<file path="src/rtl/parking_entry_ctrl_pkg.sv">
// Shared parking types and constants: gate FSM states, default capacity and the door cycle length
// owned jointly with the door block.
package parking_entry_ctrl_pkg;

  typedef enum logic [1:0] {
    StIdle,
    StOpen,
    StHold,
    StWaitClear
  } state_e;

  localparam int unsigned CAPACITY_DEFAULT  = 8;
  localparam int unsigned DOOR_HOLD_DEFAULT = 22;
  localparam int unsigned OCC_WIDTH         = 4;

endpackage

</file>
<file path="src/rtl/parking_entry_ctrl_if.sv">
// Sensor inputs and gate/status outputs of the entry controller.
interface parking_entry_ctrl_if;
  import parking_entry_ctrl_pkg::*;

  logic                 entry_sensor;
  logic                 exit_sensor;
  logic                 open_signal;
  logic [OCC_WIDTH-1:0] free_spaces;
  logic                 full;
  logic                 reject_led;

  // Sensor/stimulus side.
  modport master (
    output entry_sensor,
    output exit_sensor,
    input  open_signal,
    input  free_spaces,
    input  full,
    input  reject_led
  );

  // Controller side.
  modport slave (
    input  entry_sensor,
    input  exit_sensor,
    output open_signal,
    output free_spaces,
    output full,
    output reject_led
  );
endinterface

</file>
<file path="src/rtl/parking_entry_ctrl_occupancy_counter.sv">
// Saturating occupancy counter; an increment and a decrement on the same edge cancel out.
module occupancy_counter
  import parking_entry_ctrl_pkg::*;
#(
  parameter int unsigned CAPACITY = CAPACITY_DEFAULT
) (
  input  logic                 clk_2Hz,
  input  logic                 reset,
  input  logic                 inc,
  input  logic                 dec,
  output logic [OCC_WIDTH-1:0] count_next,
  output logic [OCC_WIDTH-1:0] free,
  output logic                 full
);

  localparam logic [OCC_WIDTH-1:0] Cap = OCC_WIDTH'(CAPACITY);

  logic [OCC_WIDTH-1:0] count_q, count_d;
  logic [OCC_WIDTH-1:0] free_q;
  logic                 full_q;

  always_comb begin
    count_d = count_q;
    case ({inc, dec})
      2'b10:   if (count_q < Cap) count_d = count_q + 1'b1;
      2'b01:   if (count_q != '0) count_d = count_q - 1'b1;
      default: count_d = count_q;
    endcase
  end

  always_ff @(posedge clk_2Hz or posedge reset) begin
    if (reset) begin
      count_q <= '0;
      free_q  <= Cap;
      full_q  <= 1'b0;
    end else begin
      count_q <= count_d;
      free_q  <= Cap - count_d;
      full_q  <= (count_d == Cap);
    end
  end

  assign count_next = count_d;
  assign free       = free_q;
  assign full       = full_q;

endmodule

</file>
<file path="src/rtl/parking_entry_ctrl.sv">
// Entry gate controller: debounces the entry sensor, issues the door open pulse, holds off for the
// door cycle, and tracks occupancy from entry and exit events.
module parking_entry_ctrl
  import parking_entry_ctrl_pkg::*;
#(
  parameter int unsigned CAPACITY  = CAPACITY_DEFAULT,
  parameter int unsigned DEBOUNCE  = 2,
  parameter int unsigned DOOR_HOLD = DOOR_HOLD_DEFAULT
) (
  input logic                 clk_2Hz,
  input logic                 reset,
  parking_entry_ctrl_if.slave bus
);

  localparam int unsigned HoldW = $clog2(DOOR_HOLD + 1);

  state_e               state_q;
  logic [2:0]           deb_q;
  logic [HoldW-1:0]     hold_q;
  logic                 open_q;
  logic                 reject_q;
  logic                 exit_q;

  logic [3:0]           deb_plus;
  logic                 deb_hit;
  logic                 enter_open;
  logic                 exit_edge;
  logic                 occ_full;
  logic [OCC_WIDTH-1:0] occ_next;
  logic [OCC_WIDTH-1:0] occ_free;

  assign deb_plus   = {1'b0, deb_q} + 4'd1;
  assign deb_hit    = (deb_plus >= 4'(DEBOUNCE));
  // Registered full blocks entry even if an exit lands on the same edge.
  assign enter_open = (state_q == StIdle) && bus.entry_sensor && deb_hit && !occ_full;
  assign exit_edge  = bus.exit_sensor && !exit_q;

  occupancy_counter #(
    .CAPACITY(CAPACITY)
  ) u_occupancy_counter (
    .clk_2Hz   (clk_2Hz),
    .reset     (reset),
    .inc       (enter_open),
    .dec       (exit_edge),
    .count_next(occ_next),
    .free      (occ_free),
    .full      (occ_full)
  );

  always_ff @(posedge clk_2Hz or posedge reset) begin
    if (reset) begin
      state_q  <= StIdle;
      deb_q    <= '0;
      hold_q   <= '0;
      open_q   <= 1'b0;
      reject_q <= 1'b0;
      exit_q   <= 1'b0;
    end else begin
      exit_q   <= bus.exit_sensor;
      reject_q <= bus.entry_sensor && (occ_next == OCC_WIDTH'(CAPACITY));
      open_q   <= 1'b0;
      unique case (state_q)
        StIdle: begin
          if (!bus.entry_sensor) begin
            deb_q <= '0;
          end else if (enter_open) begin
            state_q <= StOpen;
            open_q  <= 1'b1;
            deb_q   <= '0;
          end else if (deb_hit) begin
            // Lot is full: park the count at threshold so entry fires once a space frees.
            deb_q <= 3'(DEBOUNCE);
          end else begin
            deb_q <= deb_plus[2:0];
          end
        end
        StOpen: begin
          state_q <= StHold;
          hold_q  <= HoldW'(DOOR_HOLD - 1);
        end
        StHold: begin
          if (hold_q == '0) state_q <= StWaitClear;
          else              hold_q  <= hold_q - 1'b1;
        end
        StWaitClear: begin
          if (!bus.entry_sensor) begin
            state_q <= StIdle;
            deb_q   <= '0;
          end
        end
        default: state_q <= StIdle;
      endcase
    end
  end

  assign bus.open_signal = open_q;
  assign bus.free_spaces = occ_free;
  assign bus.full        = occ_full;
  assign bus.reject_led  = reject_q;

endmodule

</file>
<file path="src/flat_wrapper.sv">
// flat-port wrapper written by rule: the top's interface ports become plain ports
module parking_entry_ctrl_flat import parking_entry_ctrl_pkg::*;
#(
  parameter int unsigned CAPACITY  = CAPACITY_DEFAULT,
  parameter int unsigned DEBOUNCE  = 2,
  parameter int unsigned DOOR_HOLD = DOOR_HOLD_DEFAULT
)
  (clk_2Hz, reset, bus_entry_sensor, bus_exit_sensor, bus_open_signal, bus_free_spaces, bus_full, bus_reject_led);
  parking_entry_ctrl_if bus_i ();
  input logic clk_2Hz;
  input logic reset;
  input wire logic [$bits(bus_i.entry_sensor)-1:0] bus_entry_sensor;
  input wire logic [$bits(bus_i.exit_sensor)-1:0] bus_exit_sensor;
  output wire logic [$bits(bus_i.open_signal)-1:0] bus_open_signal;
  output wire logic [$bits(bus_i.free_spaces)-1:0] bus_free_spaces;
  output wire logic [$bits(bus_i.full)-1:0] bus_full;
  output wire logic [$bits(bus_i.reject_led)-1:0] bus_reject_led;
  assign bus_i.entry_sensor = bus_entry_sensor;
  assign bus_i.exit_sensor = bus_exit_sensor;
  assign bus_open_signal = bus_i.open_signal;
  assign bus_free_spaces = bus_i.free_spaces;
  assign bus_full = bus_i.full;
  assign bus_reject_led = bus_i.reject_led;
  parking_entry_ctrl #(.CAPACITY(CAPACITY), .DEBOUNCE(DEBOUNCE), .DOOR_HOLD(DOOR_HOLD)) u_core (.clk_2Hz(clk_2Hz), .reset(reset), .bus(bus_i));
endmodule
</file>
<file path="config.mk">
export PLATFORM = sky130hd
export DESIGN_NAME = parking_entry_ctrl_flat
export DESIGN_NICKNAME = d
export VERILOG_FILES = /design/src/rtl/parking_entry_ctrl_pkg.sv /design/src/rtl/parking_entry_ctrl_if.sv /design/src/rtl/parking_entry_ctrl_occupancy_counter.sv /design/src/rtl/parking_entry_ctrl.sv /design/src/flat_wrapper.sv
export SDC_FILE = /design/constraint.sdc
export NUM_CORES = 1
export LEC_CHECK = 0
export CORE_AREA = 2 2 55 57
export DETAILED_ROUTE_END_ITERATION = 16
export DIE_AREA = 0 0 57 59
export MAX_ROUTING_LAYER = met4
export PLACE_DENSITY = 0.68
export SYNTH_ARGS = -nofsm -noshare
export SYNTH_HDL_FRONTEND = slang
export SYNTH_SLANG_ARGS = --single-unit
</file>
<file path="constraint.sdc">
create_clock -name clk_2Hz -period 3.7 [get_ports clk_2Hz]
set_input_delay 0.74 -clock clk_2Hz [delete_from_list [all_inputs] [get_ports clk_2Hz]]
set_output_delay 0.74 -clock clk_2Hz [all_outputs]
set_load 0.005 [all_outputs]
</file>
# Yosys cells after proc, flatten, opt, wreduce, memory -nomap -nowiden
# Cells that the tools add are included.
[word_totals] inputBits=4 elab_cells=60 output_inout_bits=7 reg_bits=22
[classes] eq_ne=11 reduce_logical=15 magnitude_cmp=2 addsub=5 n_mux=18
[op_table] op="$mux W3" count=4
[op_table] op="$pmux W5 S2" count=1
[op_table] op="$mux W2" count=4
[op_table] op="$mux W4" count=2
[op_table] op="$ne A2 B2 Y1 const B" count=4
[op_table] op="$pmux W2 S4" count=1
[op_table] op="$pmux W4 S2" count=1
[op_table] op="$eq A2 B2 Y1 const B" count=3
[op_table] op="$pmux W3 S2" count=1
[op_table] op="$logic_and A1 B1 Y1" count=5
[op_table] op="$logic_not A5 Y1" count=1
[op_table] op="$mux W5" count=1
[op_table] op="$sub A5 B1 Y5 const B" count=1
[op_table] op="$add A3 B1 Y4 const B" count=1
[op_table] op="$add A4 B1 Y4 const B" count=1
[op_table] op="$eq A2 B1 Y1 const B" count=2
[op_table] op="$eq A4 B4 Y1 const B" count=1
[op_table] op="$ge A4 B2 Y1 const B" count=1
[op_table] op="$lt A4 B4 Y1 const B" count=1
[op_table] op="$reduce_and A2 Y1" count=2
[op_table] op="$reduce_and A4 Y1" count=1
[op_table] op="$reduce_bool A2 Y1" count=2
[op_table] op="$reduce_bool A4 Y1" count=1
[op_table] op="$sub A4 B1 Y4 const B" count=1
[op_table] op="5 further kinds" count=8

# Longest topological paths before layout
# Gate-level depths: netlist of run 1.
[logic_depth] depth_word=8 ltp_mapped=16 ltp_nobuf=15

# Hierarchy
# From an unflattened synthesis of run 1, not the netlist that was laid out.
[unflattened] cells_unflattened=129 area_unflattened_um2=1277.5
[modules_own_cells] mod="parking_entry_ctrl" area_each_um2=730.7 n_inst=1 cells_each=71 seq_area_each_um2=325.3
[modules_own_cells] mod="occupancy_counter" area_each_um2=546.8 n_inst=1 cells_each=58 seq_area_each_um2=201.4

# Worst setup path before layout of run 1
# Ideal clock, no wire load.
[synth_timing] path_type="reg-to-reg" start="register u_core.deb_q[0]" end="register u_core.reject_q (netlist: u_core.bus.reject_led)" arrival_ns=3.019 path_buffers=1 synth_period_minus_slack_ns=3.085 path_stages_with_launch=17 path_slack_ns=0.615 cell_sequence="dfrtp_1 > ha_1 > and2_1 > a21oi_1 > or3_1 > nor3b_1 > inv_1 > ha_1 > clkbuf_8 > a21oi_1 > o22ai_1 > a311o_2 > inv_1 > ha_1 > inv_1 > nor3b_2 > and2_1"
[synth_between] elab_chain_len=8
[synth_rtl] item="from (decl)" line_no="parking_entry_ctrl.sv:18" source="logic [2:0] deb_q;"
[synth_rtl] item="from (signal assigned)" line_no="parking_entry_ctrl.sv:72" source="deb_q <= 3'(DEBOUNCE);"
[synth_rtl] item="from (signal assigned)" line_no="parking_entry_ctrl.sv:74" source="deb_q <= deb_plus[2:0];"
[synth_rtl] item="$add A3 B1 Y4 (*)" line_no="parking_entry_ctrl.sv:32" source="assign deb_plus = {1'b0, deb_q} + 4'd1;"
[synth_rtl] item="$ge A4 B2 Y1 (*)" line_no="parking_entry_ctrl.sv:33" source="assign deb_hit = (deb_plus >= 4'(DEBOUNCE));"
[synth_rtl] item="$logic_and A1 B1 Y1 (*) (2 in series)" line_no="parking_entry_ctrl.sv:35" source="assign enter_open = (state_q == StIdle) && bus.entry_sensor && deb_hit && !occ_full;"
[synth_rtl] item="$eq A2 B1 Y1 / $eq A2 B2 Y1 (equally long branches)" line_no="parking_entry_ctrl_occupancy_counter.sv:24" source="case ({inc, dec})"
[synth_rtl] item="$pmux W4 S2 (*)" line_no="parking_entry_ctrl_occupancy_counter.sv:24"
[synth_rtl] item="named net u_core.occ_next[1]" line_no="parking_entry_ctrl.sv:29" source="logic [OCC_WIDTH-1:0] occ_next;"
[synth_rtl] item="$eq A4 B4 Y1 (*)" line_no="parking_entry_ctrl.sv:60" source="reject_q <= bus.entry_sensor && (occ_next == OCC_WIDTH'(CAPACITY));"
[synth_rtl] item="$logic_and A1 B1 Y1 (*)" line_no="parking_entry_ctrl.sv:60"
[synth_rtl] item="to (signal assigned)" line_no="parking_entry_ctrl.sv:60"
[synth_rtl] item="to (decl)" line_no="parking_entry_ctrl.sv:21" source="logic reject_q;"
# The timed path passes the listed nets; every way through them passes the cells marked *.
# A chain may end at the register's enable or synchronous reset.

# Worst setup path after layout of run 1
# Ends and elaborated chain as after synthesis.

==> results.yml, run 1 <==
yosys:
  synth_seq_area_share_pct: 39.8
  syn_nets: 146
  syn_area_um2: 1320
  synth_cell_types: 39
  ys.flop_type: "dfrtp_1"
  async_flop_share_pct: 100
  ys_warn_count: 0
  ys_seq_elements: 21
  avgSynthCellArea_um2: 10.4
  synth-edff-count: 0
  syn_inst: 127
hold_path:
  holdPathEnd: "u_core.deb_q[2]"
  worstHoldPathCells: 1
  min_from: "u_core.deb_q[2]"
  hold_class: "register to register"
setup_path:
  regToRegSetupSlack_ns: 0.41
  rr_startpoint: "u_core.deb_q[0]"
  setup.worst_path.class: "register to register"
  worstSetupStartpointType: "register"
  crit_arrival_ns: 3.54
  slowest_delay_ns: 0.46
  path_cells: "ha_1 > and2_1 > a21oi_1 > or3_1 > nor3b_1 > inv_1 > ha_1 > a21oi_1 > o22ai_1 > a311o_2 > inv_1 > ha_1 > inv_1 > nor3b_2 > and2_1"
  cp_data_required_time_ns: 3.95
  slowest_stage: "dfrtp_1"
  cp_max_fo: 5
  timing.rr.end: "u_core.bus.reject_led"
  ff2ff_path_depth: 15
  cp-end-kind: "register"
placed_design:
  postPlaceCellArea_um2: 1450
  dp_hpwl_mm: 1.74
  port_buffers: 10
  gp_congestion: 0.868
clocking:
  cts_setup_buffers: 0
  htreeDepth: 1
  clockRootBuffer: "clkbuf_4"
  clock-sinks: 21
  insertion_delay_ns: 0.31
  cts_tree: "built"
  clk_path_buf_depth: 2
  ctsHoldBuffers: 0
  cts.clk_slew.worst_paths_ns: 0.11
  cts_made_buffers: 3
  cts_resized: 0
floorplan:
  die_w_um: 57
  dieArea_um2: 3360
  placementRows: 19
  io_pins: 11
  start_util_pct: 48.8
  coreArea_um2: 2710
  fp.dieH_um: 59
global_route:
  antenna_found_initial: 0
  grt_max_degree: 22
  grt.total_usage_pct: 15.7
  grt_pass1_wl_mm: 3.97
  gr-total-overflow: 0
  grt_pass1_vias: 908
power:
  pwr-share-comb_pct: 50.5
  leakagePower_uw: 0.000704
  ir_drop_mv: 0.447
  p_total_uw: 992
  p_switching_uw: 392
  power.density_nw_per_um2: 672
  p_sw_share_pct: 39.5
  clock_power_share_pct: 11.1
  intPower_uw: 600
  power_frac_seq_pct: 38.4
sta:
  clock_skew_ns: 0.00616
  report.final.slew_viol_count: 0
  fin_crit_ns: 3.29
  setup_viol: 0
  rsz0062_at_grt: "no"
  setup_tns_ns: 0
  finalCritPeriodShare_pct: 89.0
  max_slew.worst_pin.slew_ns: 0.784
  timing.fmax_mhz: 304
  hold_violations: 0
  slew-limit-headroom_pct: 47.7
final_layout:
  drive_gt1_share_pct: 12.1
  final_core_util_pct: 54.5
  fillers: 257
  fin_nets: 160
  syn2layout_area_growth_pct: 11.5
  diodes: 0
  layout_commonest_cell: "dfrtp_1"
  final_cell_mix: "20 x dfrtp_1, 19 x inv_1, 15 x ha_1"
  finalInstanceArea_um2: 1480
  seqCellArea_um2: 527
  multiInputGateArea_um2: 704
routing:
  first_iter_violations: 37
  routedWlPerCell_um: 12.8
  first_pass_iters: 4
  num_vias: 907
  totalWireLength_mm: 2.19
  drtAntennaViolNets: 0
  via_per_inst: 5.30
  drcViolationCount: 0
run:
  maxCapViolCount: 0
outcome:
  status: "complete, no violations"
-- worst max-delay path, delay by kind of cell, from the launching register on --
| kind | cells | cell delay [ns] |
|---|---|---|
| compound gates | 4 | 0.82 |
| simple gates | 5 | 0.97 |
| buf+inv | 3 | 0.23 |
| flops | 1 | 0.46 |
| fa+ha+maj | 3 | 0.75 |
-- power groups by stage --
stage / sequential [uW] / clock, uW / combinational [uW]
3_3_place_gp: 380 / 0 / 488
3_5_place_dp: 387 / 0 / 505
6_report: 381 / 110 / 501
5_1_grt: 395 / 129 / 567
2_1_floorplan: 373 / 0 / 381
4_1_cts: 382 / 114 / 508
-- final cells by class --
class / instances / share of cell area [%]
multi-input cells: 85 / 47.7
flip-flops and latches: 21 / 35.7
repair buffers: 11 / 7.29
inverters: 19 / 4.83
well taps: 31 / 2.63
clock buffers: 3 / 1.53
clock inverters: 1 / 0.339
-- routing by layer --
metal	share of wire, %	track usage [%]	vias to the layer above
li1	-	-	453
met1	44	18.7	430
met2	51	27.4	18
met3	2.7	1.97	6
met4	1.9	5.98	0
met5	0	-	-
-- how the worst max path moves through the flow --
stage,start,end,slack (ns)
after global placement,bus_entry_sensor,u_core.bus.reject_led,0.30
after floorplan,u_core.deb_q[0],u_core.bus.reject_led,0.62
final,u_core.deb_q[0],u_core.bus.reject_led,0.41
after global routing,u_core.deb_q[0],u_core.bus.reject_led,0.14
after detailed placement,bus_entry_sensor,u_core.bus.reject_led,0.20
after CTS,u_core.deb_q[0],u_core.bus.reject_led,0.37
-- cell usage after synthesis (all sizes together), types with 3 or more instances --
library cell  instances  area (um^2)
a21oi                 5         25.0
and2                  3         18.8
dfrtp                20          500
ha                   15          188
inv                  19         71.3
nand2                 9         33.8
nor2                  8         30.0
nor3b                 5         42.5
o21ai                 6         30.0
xnor2                 5         43.8
-- sequential cells by signal, summed over array words and instances (netlist names) --
| name | count |
|---|---|
| u_core.u_occupancy_counter.full | 1 |
| u_core.exit_q | 1 |
| u_core.hold_q | 5 |
| u_core.deb_q | 3 |
| u_core.bus.open_signal | 1 |
| u_core.u_occupancy_counter.free | 4 |
| u_core.u_occupancy_counter.count_q | 3 |
| u_core.state_q | 2 |
| u_core.bus.reject_led | 1 |
-- metrics by stage --
step	instances	worst slack [ns]	hold WS, ns
after floorplan	127	0.615	0.468
after global placement	167	0.295	0.485
after detailed placement	167	0.204	0.492
after CTS	171	0.370	0.524
after global routing	171	0.143	0.573
final	171	0.406	0.518
-- logic make-up after synthesis --
logic type                 after synthesis  synth area share, %
muxes                                    3                 2.36
and+or+nand+nor                         41                 19.3
buffers and inverters                   21                 6.99
adders and majority gates               15                 14.2
AOI/OAI and AO/OA                       20                 13.4
xor gates and xnor gates                 6                 3.97
DFF                                     21                 39.8
Power figures use the tool's default switching activity.
==> run 2: changes to the inputs <==
--- a/config.mk
+++ b/config.mk
@@ -6,6 +6,7 @@
 export NUM_CORES = 1
 export LEC_CHECK = 0
 export CORE_AREA = 2 2 55 57
+export CTS_BUF_LIST = sky130_fd_sc_hd__clkbuf_16
 export DETAILED_ROUTE_END_ITERATION = 16
 export DIE_AREA = 0 0 57 59
 export MAX_ROUTING_LAYER = met4
==> run 2 against run 1 <==
  * First-iteration DRC count increased by 5.4%
  * Global-route usage increased by 0.20 points
  * Largest power group unchanged
  * Clock skew decreased by 0.0050 ns
  * Routed wire length increased by 2.7%
  * Via count unchanged
  * Die area unchanged
  * Largest cell class unchanged
  * Maximum frequency decreased by 1.4%
  * Critical endpoint unchanged
  * Utilization increased by 1.9 points
  * Worst hold slack got worse by 0.010 ns
==> results.yml, run 2 (same netlist as run 1, synthesis figures left out) <==
routing:
  drcViolationCount: 0
  first_pass_iters: 4
  num_vias: 907
  first_iter_violations: 39
  routedWlPerCell_um: 13.2
  via_per_inst: 5.30
  drtAntennaViolNets: 0
  totalWireLength_mm: 2.25
floorplan:
  placementRows: 19
  dieArea_um2: 3360
  start_util_pct: 48.8
  fp.dieH_um: 59
  io_pins: 11
  die_w_um: 57
  coreArea_um2: 2710
sta:
  rsz0062_at_grt: "no"
  timing.fmax_mhz: 299
  setup_tns_ns: 0
  clock_skew_ns: 0.00114
  hold_violations: 0
  finalCritPeriodShare_pct: 90.3
  fin_crit_ns: 3.34
  max_slew.worst_pin.slew_ns: 0.773
  slew-limit-headroom_pct: 48.4
  fin_hold_ws_ns: 0.508
  report.final.slew_viol_count: 0
  setup_viol: 0
global_route:
  antenna_found_initial: 0
  grt.total_usage_pct: 15.9
  grt_pass1_wl_mm: 4.02
  grt_max_degree: 22
  grt_pass1_vias: 905
  gr-total-overflow: 0
setup_path:
  ff2ff_path_depth: 15
  cp_max_fo: 5
  cp-end-kind: "register"
  setup.worst_path.class: "register to register"
  crit_arrival_ns: 3.53
  rr_startpoint: "u_core.deb_q[0]"
  regToRegSetupSlack_ns: 0.36
  cp_data_required_time_ns: 3.89
  worstSetupStartpointType: "register"
  timing.rr.end: "u_core.bus.reject_led"
final_layout:
  fin_nets: 160
  diodes: 0
  top_register: "u_core.hold_q"
  syn2layout_area_growth_pct: 15.5
  final_cell_mix: "20 x dfrtp_1, 19 x inv_1, 15 x ha_1"
  drive_gt1_share_pct: 12.1
  layout_commonest_cell: "dfrtp_1"
  largest_reg_flops: 5
clocking:
  htreeDepth: 1
  ctsHoldBuffers: 0
  cts_made_buffers: 3
  cts.clk_slew.worst_paths_ns: 0.06
  cts_resized: 0
  clock-sinks: 21
  cts_tree: "built"
  clockRootBuffer: "clkbuf_16"
  clk_path_buf_depth: 2
  insertion_delay_ns: 0.25
  cts_setup_buffers: 0
placed_design:
  gp_congestion: 0.868
  dp_hpwl_mm: 1.74
  port_buffers: 10
hold_path:
  worstHoldPathCells: 1
  hold_class: "register to register"
  min_from: "u_core.deb_q[2]"
  holdPathEnd: "u_core.deb_q[2]"
outcome:
  status: "complete, no violations"
run:
  maxCapViolCount: 0
power:
  power.density_nw_per_um2: 727
  ir_drop_mv: 0.448
  leakagePower_uw: 0.000728
==> run 2: changes by cell type in the layout (fill, tap and decap cells not counted) <==
cell       delta
clkbuf_16     +3
clkbuf_4      -3
==> run 2: final cells by class <==
class	count	area, um^2
fillers	253	1180
inverters	19	71.3
well taps	31	38.8
clock buffers	3	75.1
flip-flops and latches	21	527
clock inverters	1	5.00
multi-input cells	85	704
repair buffers	11	108
==> run 2: worst max-delay path, stage by stage, from the launching register on <==
cell	delay, ns
dfrtp_1	0.44
ha_1	0.23
and2_1	0.15
a21oi_1	0.18
or3_1	0.19
nor3b_1	0.31
inv_1	0.11
ha_1	0.35
a21oi_1	0.15
o22ai_1	0.09
a311o_2	0.40
inv_1	0.07
ha_1	0.17
inv_1	0.06
nor3b_2	0.21
and2_1	0.16
==> run 2: through the flow <==
stage | utilization [%] | instance area (um^2) | worst slack [ns] | total power (uW) | std cells
2_1_floorplan | - | 1320 | 0.615 | 753 | 127
3_3_place_gp | 53.5 | 1450 | 0.295 | 868 | 167
3_5_place_dp | 53.5 | 1450 | 0.204 | 893 | 167
4_1_cts | 56.4 | 1530 | 0.324 | 1120 | 171
5_1_grt | 56.4 | 1530 | 0.0805 | 1210 | 171
6_report | 56.4 | 1530 | 0.360 | 1110 | 171
==> run 2: how the worst max path moves through the flow <==
stage,start,to,slack [ns],cells past startpoint
4_1_cts,u_core.deb_q[0],u_core.bus.reject_led,0.32,15
3_5_place_dp,bus_entry_sensor,u_core.bus.reject_led,0.20,13
2_1_floorplan,u_core.deb_q[0],u_core.bus.reject_led,0.62,16
3_3_place_gp,bus_entry_sensor,u_core.bus.reject_led,0.30,13
5_1_grt,u_core.deb_q[0],u_core.bus.reject_led,0.08,15
6_report,u_core.deb_q[0],u_core.bus.reject_led,0.36,15
==> run 2: per-layer routing <==
metal / global-route usage, % / vias up / wire (um)
met3: 2.18 / 2 / 43
met1: 18.1 / 440 / 1000
met2: 28.7 / 10 / 1190
met5: - / - / 0
li1: - / 455 / -
met4: 5.65 / 0 / 14
==> run 2: power breakdown <==
| group | internal, uW | switching [uW] |
|---|---|---|
| clock | 145 | 80.2 |
| sequential | 310 | 72.4 |
| combinational | 251 | 252 |
==> run 3: changes to the inputs <==
==> constraint.sdc (replaced) <==
create_clock -name clk_2Hz -period 3.7 [get_ports clk_2Hz]
set_input_delay 0.74 -clock clk_2Hz [delete_from_list [all_inputs] [get_ports clk_2Hz]]
set_output_delay 0.74 -clock clk_2Hz [all_outputs]
set_load 0.01 [all_outputs]
==> results of run 3 <==
The final DEF is identical to that of run 2. Status: complete, no violations.
Main changes from that run: total power 1110 uW -> 1120 uW; worst IR drop on VDD 0.448 mV -> 0.452 mV
